File: config.mk
export PLATFORM = sky130hd
export DESIGN_NAME = wb_commit
export DESIGN_NICKNAME = d
export VERILOG_FILES = /design/src/rtl/wb_commit.sv
export SDC_FILE = /design/constraint.sdc
export NUM_CORES = 1
export LEC_CHECK = 0
export BUFFER_PORTS_ARGS = -buffer_cell sky130_fd_sc_hd__clkbuf_2
export CORE_AREA = 8 8 141 143
export DETAILED_ROUTE_END_ITERATION = 6
export DIE_AREA = 0 0 149 151
export PLACE_DENSITY = 0.75
export RECOVER_POWER = 50
export SETUP_SLACK_MARGIN = 0.5
export SYNTH_ARGS = -nofsm -noshare
export SYNTH_HDL_FRONTEND = slang
export SYNTH_SLANG_ARGS = --single-unit
File: constraint.sdc
create_clock -name clk -period 2.95 [get_ports clk]
set_input_delay 0.4425 -clock clk [delete_from_list [all_inputs] [get_ports clk]]
set_output_delay 0.4425 -clock clk [all_outputs]
set_load 0.05 [all_outputs]
File: src/rtl/wb_commit.sv
// Writeback commit unit: drives the GPR write port and trace signals, and owns
// the architectural HI/LO pair, the LL/SC link bit and the retirement counter.
module wb_commit #(
    parameter logic [31:0] RESET_PC = 32'h0000_0000
) (
    input  logic        clk,
    input  logic        rst,
    input  logic        wb_valid,
    input  logic [31:0] wb_pc,
    input  logic [4:0]  wb_wd,
    input  logic        wb_wreg,
    input  logic [31:0] wb_wdata,
    input  logic        wb_whilo,
    input  logic [31:0] wb_hi,
    input  logic [31:0] wb_lo,
    input  logic        wb_LLbit_we,
    input  logic        wb_LLbit_value,
    input  logic        flush,
    output logic        rf_we,
    output logic [4:0]  rf_waddr,
    output logic [31:0] rf_wdata,
    output logic [31:0] hi_o,
    output logic [31:0] lo_o,
    output logic        LLbit_o,
    output logic        LLbit_fwd,
    output logic [31:0] instret,
    output logic [31:0] last_pc,
    output logic [31:0] debug_wb_pc,
    output logic [3:0]  debug_wb_rf_wen,
    output logic [4:0]  debug_wb_rf_wnum,
    output logic [31:0] debug_wb_rf_wdata
);

    localparam int unsigned DATA_W = 32;
    localparam int unsigned REG_W  = 5;

    logic hilo_we;
    logic llbit_we;

    assign hilo_we  = wb_valid & wb_whilo;
    assign llbit_we = wb_valid & wb_LLbit_we;

    // Zero-latency GPR write port and trace outputs
    always_comb begin
        rf_we             = wb_valid & wb_wreg;
        rf_waddr          = wb_wd;
        rf_wdata          = wb_wdata;
        debug_wb_pc       = wb_valid ? wb_pc : RESET_PC;
        debug_wb_rf_wen   = {4{rf_we & (wb_wd != REG_W'(0))}};
        debug_wb_rf_wnum  = wb_wd;
        debug_wb_rf_wdata = wb_wdata;
    end

    // Same-cycle LLbit view for an SC sitting in MEM
    always_comb begin
        LLbit_fwd = LLbit_o;
        if (flush) begin
            LLbit_fwd = 1'b0;
        end else if (llbit_we) begin
            LLbit_fwd = wb_LLbit_value;
        end
    end

    always_ff @(posedge clk) begin
        if (rst) begin
            hi_o <= '0;
            lo_o <= '0;
        end else if (hilo_we) begin
            hi_o <= wb_hi;
            lo_o <= wb_lo;
        end
    end

    // Flush breaks the link but never cancels the committed WB instruction
    always_ff @(posedge clk) begin
        if (rst || flush) begin
            LLbit_o <= 1'b0;
        end else if (llbit_we) begin
            LLbit_o <= wb_LLbit_value;
        end
    end

    always_ff @(posedge clk) begin
        if (rst) begin
            instret <= '0;
            last_pc <= RESET_PC;
        end else if (wb_valid) begin
            instret <= instret + DATA_W'(1);
            last_pc <= wb_pc;
        end
    end

endmodule

After elaboration in Yosys (flattened, before gate mapping)
Cells that the tools add are included.
{"block": "word_totals", "reg_bits": 129}
{"block": "classes", "reduce_logical": 2, "mux": 3, "addsub": 1, "bitwise": 4}
{"op": "$add 32x1->32 const B", "count": 1}
{"op": "$mux 32", "count": 1}
{"op": "$reduce_bool 5->1", "count": 1}
{"op": "$and 1x1->1", "count": 4}
{"op": "$mux 1", "count": 2}
{"op": "$logic_or 1x1->1", "count": 1}

Logic depth before layout (Yosys ltp)
Gate-level depths: netlist of the first run.
{"block": "logic_depth", "ltp_word": 3, "depth_mapped": 7, "depth_no_buf": 5}

Least setup slack after synthesis of the first run
Ideal clock, no wire load.
{"block": "synth_path", "path_type": "input -> output", "from": "input port wb_valid", "to": "output port debug_wb_rf_wen[1]", "path_buffers": 3, "setup_slack_ns": 0.325, "path_stages": 5, "arrival_time_ns": 2.182, "cell_sequence": "buf_2 clkbuf_1 and2_1 o21a_1 buf_4"}
{"block": "synth_between", "elab_chain_len": 2}
{"element": "start, declared", "line": "8", "source": "input logic wb_valid,"}
{"element": "$and 1x1->1", "line": "45", "source": "rf_we = wb_valid & wb_wreg;"}
{"element": "via rf_we", "line": "19", "source": "output logic rf_we,"}
{"element": "$and 1x1->1", "line": "49", "source": "debug_wb_rf_wen = {4{rf_we & (wb_wd != REG_W'(0))}};"}
{"element": "end, declared", "line": "29", "source": "output logic [3:0] debug_wb_rf_wen,"}
The timed path passes the listed nets, and every way through them passes these cells.

Final worst setup path of the first run
{"block": "layout_path", "from": "input port wb_valid", "to": "register lo_o[20]"}
{"block": "layout_between", "elab_chain_len": 1}
{"element": "$and 1x1->1", "line": "40", "source": "assign hilo_we = wb_valid & wb_whilo;"}
{"element": "end signal, assigned", "line": "70", "source": "lo_o <= wb_lo;"}
{"element": "end, declared", "line": "23", "source": "output logic [31:0] lo_o,"}
Every way passes these cells.
A chain may end at the register's enable or synchronous reset.

==> results of run 1 <==
-- where the power goes --
| part | leakage (uW) | internal, uW | switching [uW] |
|---|---|---|---|
| registers | 0.00105 | 1810 | 35.1 |
| logic | 0.00159 | 163 | 551 |
| clock network | 0.000318 | 1530 | 788 |
| total | 0.00296 | 3500 | 1370 |
-- metrics by stage --
stage	total power [uW]	utilization (%)	setup WS (ns)
finish	4870	40.1	0.625
floorplan	2640	-	0.619
global route	5070	40.1	0.408
CTS	4970	40.8	0.746
global placement	2610	37.1	0.793
detailed placement	2620	37.1	0.744
-- cell usage in the layout (no fill, tap or decap), drive strengths merged, types with 3 or more instances in the layout --
cell    netlist  layout
clkbuf       34     304
nand2       143     143
dfxtp       129     129
a21oi       114     114
nor2         47      47
and2         36      36
or4          16      16
o31ai        14      14
nand4        11      11
inv           5       7
nand3         6       6
xnor2         6       6
xor2          6       6
or3           5       5
bufinv        0       5
clkinv        0       5
buf          83       5
and4          4       4
o21ai         4       4
nor4          4       4
nor3          3       3
-- worst register-to-register path, cell delays in order, from the launching register on --
cell and delay (ns):
dfxtp_1 0.46, nand4_2 0.13, or4_1 0.80, nor4_2 0.32, mux2_1 0.35
-- layer usage --
layer  vias to the layer above  wire, um  GRT usage (%)  share of wire (%)
li1                       2577         -              -                  -
met4                         0       299           5.60                1.8
met3                        36      1530           5.95                9.0
met1                      2360      7130           16.3                 42
met2                       195      8040           23.4                 47
met5                         -         0              0                  0
-- final cells by class --
| class | count | area share, % |
|---|---|---|
| clock buffer | 19 | 6.26 |
| clock inverter | 13 | 2.94 |
| inverter | 5 | 0.265 |
| multi-input combinational | 428 | 30.5 |
| sequential | 129 | 36.5 |
| tap | 229 | 4.05 |
| timing repair buffer | 290 | 19.5 |
-- kinds of logic after synthesis --
family / after synthesis / share of synthesized area [%]
XOR/XNOR: 12 / 1.91
adder cells (fa/ha/maj): 1 / 0.228
buffers and inverters: 122 / 13.8
flip-flops: 129 / 47.0
AND/OR/NAND/NOR: 279 / 23.7
AO/OA/AOI/OAI: 133 / 12.8
multiplexers: 3 / 0.569
-- state kept, by name (all words and copies together), names as in the netlist --
signal,count
instret,32
last_pc,32
LLbit_o,1
hi_o,32
lo_o,32
-- worst paths after layout --
check	from	end	slack, ns	cells past startpoint
max	wb_valid	lo_o[20]$_SDFFE_PP0P_	0.63	6
min	flush	LLbit_o$_SDFF_PP0_	0.21	2
max reg2reg	instret[11]$_SDFFE_PP0P_	instret[31]$_SDFFE_PP0P_	0.78	4
min reg2reg	hi_o[24]$_SDFFE_PP0P_	hi_o[24]$_SDFFE_PP0P_	0.45	2
==> impl_metrics.py, run 1 <==
metrics = {
    "run_status": {
        "outcome": "completed",
    },
    "placed_design": {
        "dp_hpwl_um": 12800,
        "gp_congestion": 0.861,
        "placed_cell_area_mm2": 0.00655,
        "placedCellCount": 1081,
        "portBuffers": 285,
    },
    "detailed_routing": {
        "wire_per_inst_um": 15.3,
        "drt-pass1-iter-count": 7,
        "avgViaCountPerCell": 4.64,
        "drt_wl_total_um": 17000,
        "drt.antenna.violating_nets": 0,
        "vias": 5168,
        "drc": 0,
        "drt_iter0_drc": 175,
    },
    "cts": {
        "clk_pin_slew_worst_paths_ns": 0.06,
        "cts_sinks": 129,
        "post_cts_resized": 0,
        "h-tree-depth": 4,
        "ctsHoldBuffers": 0,
        "cts_tree": "yes",
        "clk_latency_ns": 0.41,
        "cts_buffers": 17,
        "cts.path.max_buffers": 2,
        "cts_setup_buffers": 0,
        "cts_root_buf": "clkbuf_16",
    },
    "critical_path": {
        "slowest_delay_ns": 0.92,
        "worstSetupStartpointType": "input port",
        "critPathBufInv": 3,
        "cp_cell_sequence": "clkbuf_1, buf_4, and2_0, clkbuf_2, nand2_1, a21oi_1",
        "cp.required_ns": 3.28,
        "critPathCaptureType": "flip-flop",
        "cp_top_family": "buffers and inverters",
        "critPathKind": "input port to flip-flop",
        "path_max_fanout": 59,
        "crit_arrival_ns": 2.65,
        "cp_slowest_cell": "clkbuf_2",
    },
    "synth": {
        "synth.most_common_cell": "nand2_1",
        "synth_common_cells": "143 x nand2_1, 129 x dfxtp_1, 114 x a21oi_1, 77 x buf_4, 47 x nor2_1",
        "synthDominantCellAreaShare_pct": 47.0,
        "ys.flop_type": "dfxtp_1",
        "synth_edf_count": 0,
        "synth_nets": 821,
        "ys_seq_area_share_pct": 47.0,
        "synthTopCellsByArea": "dfxtp_1 47%, buf_4 11%, a21oi_1 10%",
        "syn_area_mm2": 0.00549,
        "async_reset_ff_share_pct": 0,
        "syn-instance-count": 679,
        "synth-seq-cells": 129,
        "syn_area_per_cell_um2": 8.09,
        "yosys_warnings": 0,
        "synth_cell_types": 31,
        "yosysTopAreaCell": "dfxtp_1",
    },
    "floorplan": {
        "core_area_mm2": 0.0177,
        "die_h_um": 151,
        "io_pins": 382,
        "row_count": 49,
        "die_w_um": 149,
        "die_area_mm2": 0.0225,
        "start_util_pct": 31.1,
    },
    "finish": {
        "area_delta_synth_final_pct": 28.8,
        "layout-drive-gt1-share_pct": 27.1,
        "final_cells": 1113,
        "regArea_mm2": 0.00258,
        "design_area_mm2": 0.00708,
        "multi_input_area_mm2": 0.00216,
        "nets": 1013,
        "num_antenna_cells": 0,
        "fillers": 1828,
    },
    "sta": {
        "rsz0062_at_grt": "false",
        "report.final.slew_viol_count": 0,
        "setup_violations": 0,
        "finalClockSkew_ns": 0.00596,
        "fin_crit_ns": 2.32,
        "maxSlewHeadroom_pct": 21.8,
        "hold_viol": 0,
        "setup_tns_ns": 0,
        "tightest_slew_ns": 1.17,
        "fmax_ghz": 0.430,
        "fin_crit_sh_pct": 78.8,
        "whs_ns": 0.211,
    },
    "run": {
        "drv_cap": 0,
    },
    "global_routing": {
        "grt_pass1_vias": 4940,
        "grt_first_pass_wirelength_um": 25900,
        "grt_max_degree": 62,
        "antenna_found_initial": 0,
        "grt_use_total_pct": 14.3,
        "gr-total-overflow": 0,
    },
    "hold_path": {
        "hold_path_class": "input port to flip-flop",
    },
    "pwr": {
        "leakage_uw": 0.00296,
        "ir_worst_vdd_v": 0.000355,
        "power_density_mw_per_mm2": 689,
    },
}
No activity file was read; power rests on OpenSTA's default activity.
==> run 2: changes to the inputs <==
CORE_AREA = 8 8 143 145   (was 8 8 141 143)
DIE_AREA = 0 0 151 153   (was 0 0 149 151)
clock period = 2.09 ns   (was 2.95 ns; I/O delays follow)
==> run 2 against run 1 <==
  * Clock power rose by 32%
  * Register-to-register slack got worse by 0.57 ns
  * First-iteration DRC count grew 25%
  * Global-route usage is 0.38 points higher
  * Worst setup slack worse by 0.42 ns
  * Largest cell class unchanged
  * Largest power group unchanged
==> impl_metrics.py, run 2 (synthesis results as in run 1) <==
metrics = {
    "pwr": {
        "pwr-share-seq_pct": 38.7,
        "cellInternalPower_uw": 4740,
        "leakage_uw": 0.00324,
        "p_switching_uw": 1940,
        "power_switching_share_pct": 29.1,
        "ir_worst_vdd_v": 0.000489,
        "power_frac_comb_pct": 15.7,
        "power_density_mw_per_mm2": 884,
        "pwr-share-clk_pct": 45.7,
    },
    "critical_path": {
        "cp_slowest_cell": "or4_4",
        "critPathBufInv": 1,
        "cp_cell_sequence": "nand4_1, or4_4, buf_6, or4_4, a21oi_2",
        "cp.required_ns": 2.42,
        "critPathKind": "flip-flop to flip-flop",
        "crit_arrival_ns": 2.21,
        "path_depth": 5,
        "path_max_fanout": 7,
        "critPathCaptureType": "flip-flop",
        "r2r_cells": 5,
        "cp_top_family": "simple AND/OR/NAND/NOR gates",
        "worstSetupStartpointType": "flip-flop",
        "slowest_delay_ns": 0.57,
        "path_common_cell": "or4_4",
    },
    "sta": {
        "fin_crit_sh_pct": 90.1,
        "fmax_ghz": 0.531,
        "hold_viol": 0,
        "setup_violations": 0,
        "report.final.slew_viol_count": 0,
        "maxSlewHeadroom_pct": 10.8,
        "finalClockSkew_ns": 0.0108,
        "fin_crit_ns": 1.88,
        "tightest_slew_ns": 1.34,
        "rsz0062_at_grt": "true",
        "whs_ns": 0.122,
        "setup_tns_ns": 0,
    },
    "detailed_routing": {
        "drt.antenna.violating_nets": 0,
        "wire_per_inst_um": 15.4,
        "vias": 5278,
        "topRoutingLayerUsed": "met4",
        "dr_wl_met3_um": 1580,
        "wl_met2_um": 8730,
        "avgViaCountPerCell": 4.62,
        "drt_wl_total_um": 17600,
        "drt-met1-wl_um": 6900,
        "drt-pass1-iter-count": 4,
        "drc": 0,
        "drt_iter0_drc": 218,
    },
    "finish": {
        "layout-drive-gt1-share_pct": 36.9,
        "area_delta_synth_final_pct": 37.5,
        "utilization_pct": 41.4,
        "design_area_mm2": 0.00756,
        "fillers": 1850,
        "mostFrequentLayoutCells": "216 x clkbuf_2, 141 x nand2_1, 112 x a21oi_1",
        "num_antenna_cells": 0,
        "multi_input_area_mm2": 0.00225,
        "layout_commonest_cell": "clkbuf_2",
        "regArea_mm2": 0.00267,
        "nets": 1037,
        "final_cells": 1142,
    },
    "cts": {
        "ctsHoldBuffers": 0,
        "cts.path.max_buffers": 2,
        "cts_sinks": 129,
        "cts_buffers": 17,
        "h-tree-depth": 4,
        "cts_root_buf": "clkbuf_16",
        "clk_pin_slew_worst_paths_ns": 0.06,
        "cts_tree": "yes",
        "clk_latency_ns": 0.40,
    },
    "global_routing": {
        "antenna_found_initial": 0,
        "grt_max_degree": 74,
        "grt_first_pass_wirelength_um": 27400,
        "grt_pass1_vias": 5271,
        "grt_use_total_pct": 14.7,
        "gr-total-overflow": 0,
    },
    "hold_path": {
        "hold_depth": 2,
        "hold_path_class": "input port to flip-flop",
    },
    "floorplan": {
        "die_w_um": 151,
        "start_util_pct": 30.1,
        "die_area_mm2": 0.0231,
        "core_area_mm2": 0.0183,
        "row_count": 50,
        "io_pins": 382,
        "die_h_um": 153,
    },
    "run": {
        "drv_cap": 0,
    },
    "run_status": {
        "outcome": "completed",
    },
    "placed_design": {
        "placed_cell_area_mm2": 0.00671,
        "gp_congestion": 0.776,
        "placedCellCount": 1092,
        "portBuffers": 285,
        "dp_hpwl_um": 12700,
    },
}
[run 2: cell count changes in the layout (fill, tap and decap cells not counted), sizes merged]
cell | before | now
buf | 5 | 33
bufinv | 5 | 2
clkbuf | 304 | 301
bufbuf | 0 | 1
clkinv | 5 | 6
[run 2: timing repair]
action                     4_1_cts  5_1_grt
resized for setup               28       16
pin swaps                        3       12
buffers inserted                10        5
cloned                           2        1
setup endpoints to repair       54       27
[run 2: power groups by stage]
stage               clock network, uW  registers, uW  logic [uW]
global route                     3280           2590        1120
global placement                    0           2630        1030
detailed placement                  0           2630        1030
finish                           3050           2580        1050
CTS                              3150           2580        1070
floorplan                           0           2960         750
[run 2: worst reg2reg max path: cells and delay by family, from the launching register on]
family | cells | cell delay, ns
buffers and inverters | 1 | 0.15
flip-flops | 1 | 0.35
AND/OR/NAND/NOR | 3 | 1.17
AO/OA/AOI/OAI | 1 | 0.14
[run 2: worst paths after layout]
check	startpoint	end	slack [ns]
setup / recovery	instret[18]$_SDFFE_PP0P_	instret[24]$_SDFFE_PP0P_	0.21
hold / removal	flush	LLbit_o$_SDFF_PP0_	0.12
setup reg to reg	instret[18]$_SDFFE_PP0P_	instret[24]$_SDFFE_PP0P_	0.21
hold reg to reg	lo_o[10]$_SDFFE_PP0P_	lo_o[10]$_SDFFE_PP0P_	0.45
[run 2: area by class of cell]
cell class / count / area share, %
sequential: 129 / 35.3
multi-input combinational: 428 / 29.8
timing repair buffer: 314 / 22.7
clock buffer: 21 / 6.52
tap: 234 / 3.87
clock inverter: 11 / 1.64
inverter: 5 / 0.248
[run 2: per-stage QoR]
step	total power, uW	worst slack [ns]
floorplan	3710	0.158
global placement	3660	0.199
detailed placement	3670	0.170
CTS	6800	0.268
global route	6990	0.162
finish	6680	0.207
[run 2: routing by layer]
| layer | vias up | GRT usage (%) |
|---|---|---|
| met5 | - | 0 |
| met4 | 0 | 5.56 |
| met1 | 2399 | 16.1 |
| li1 | 2619 | - |
| met3 | 25 | 5.40 |
| met2 | 235 | 25.1 |
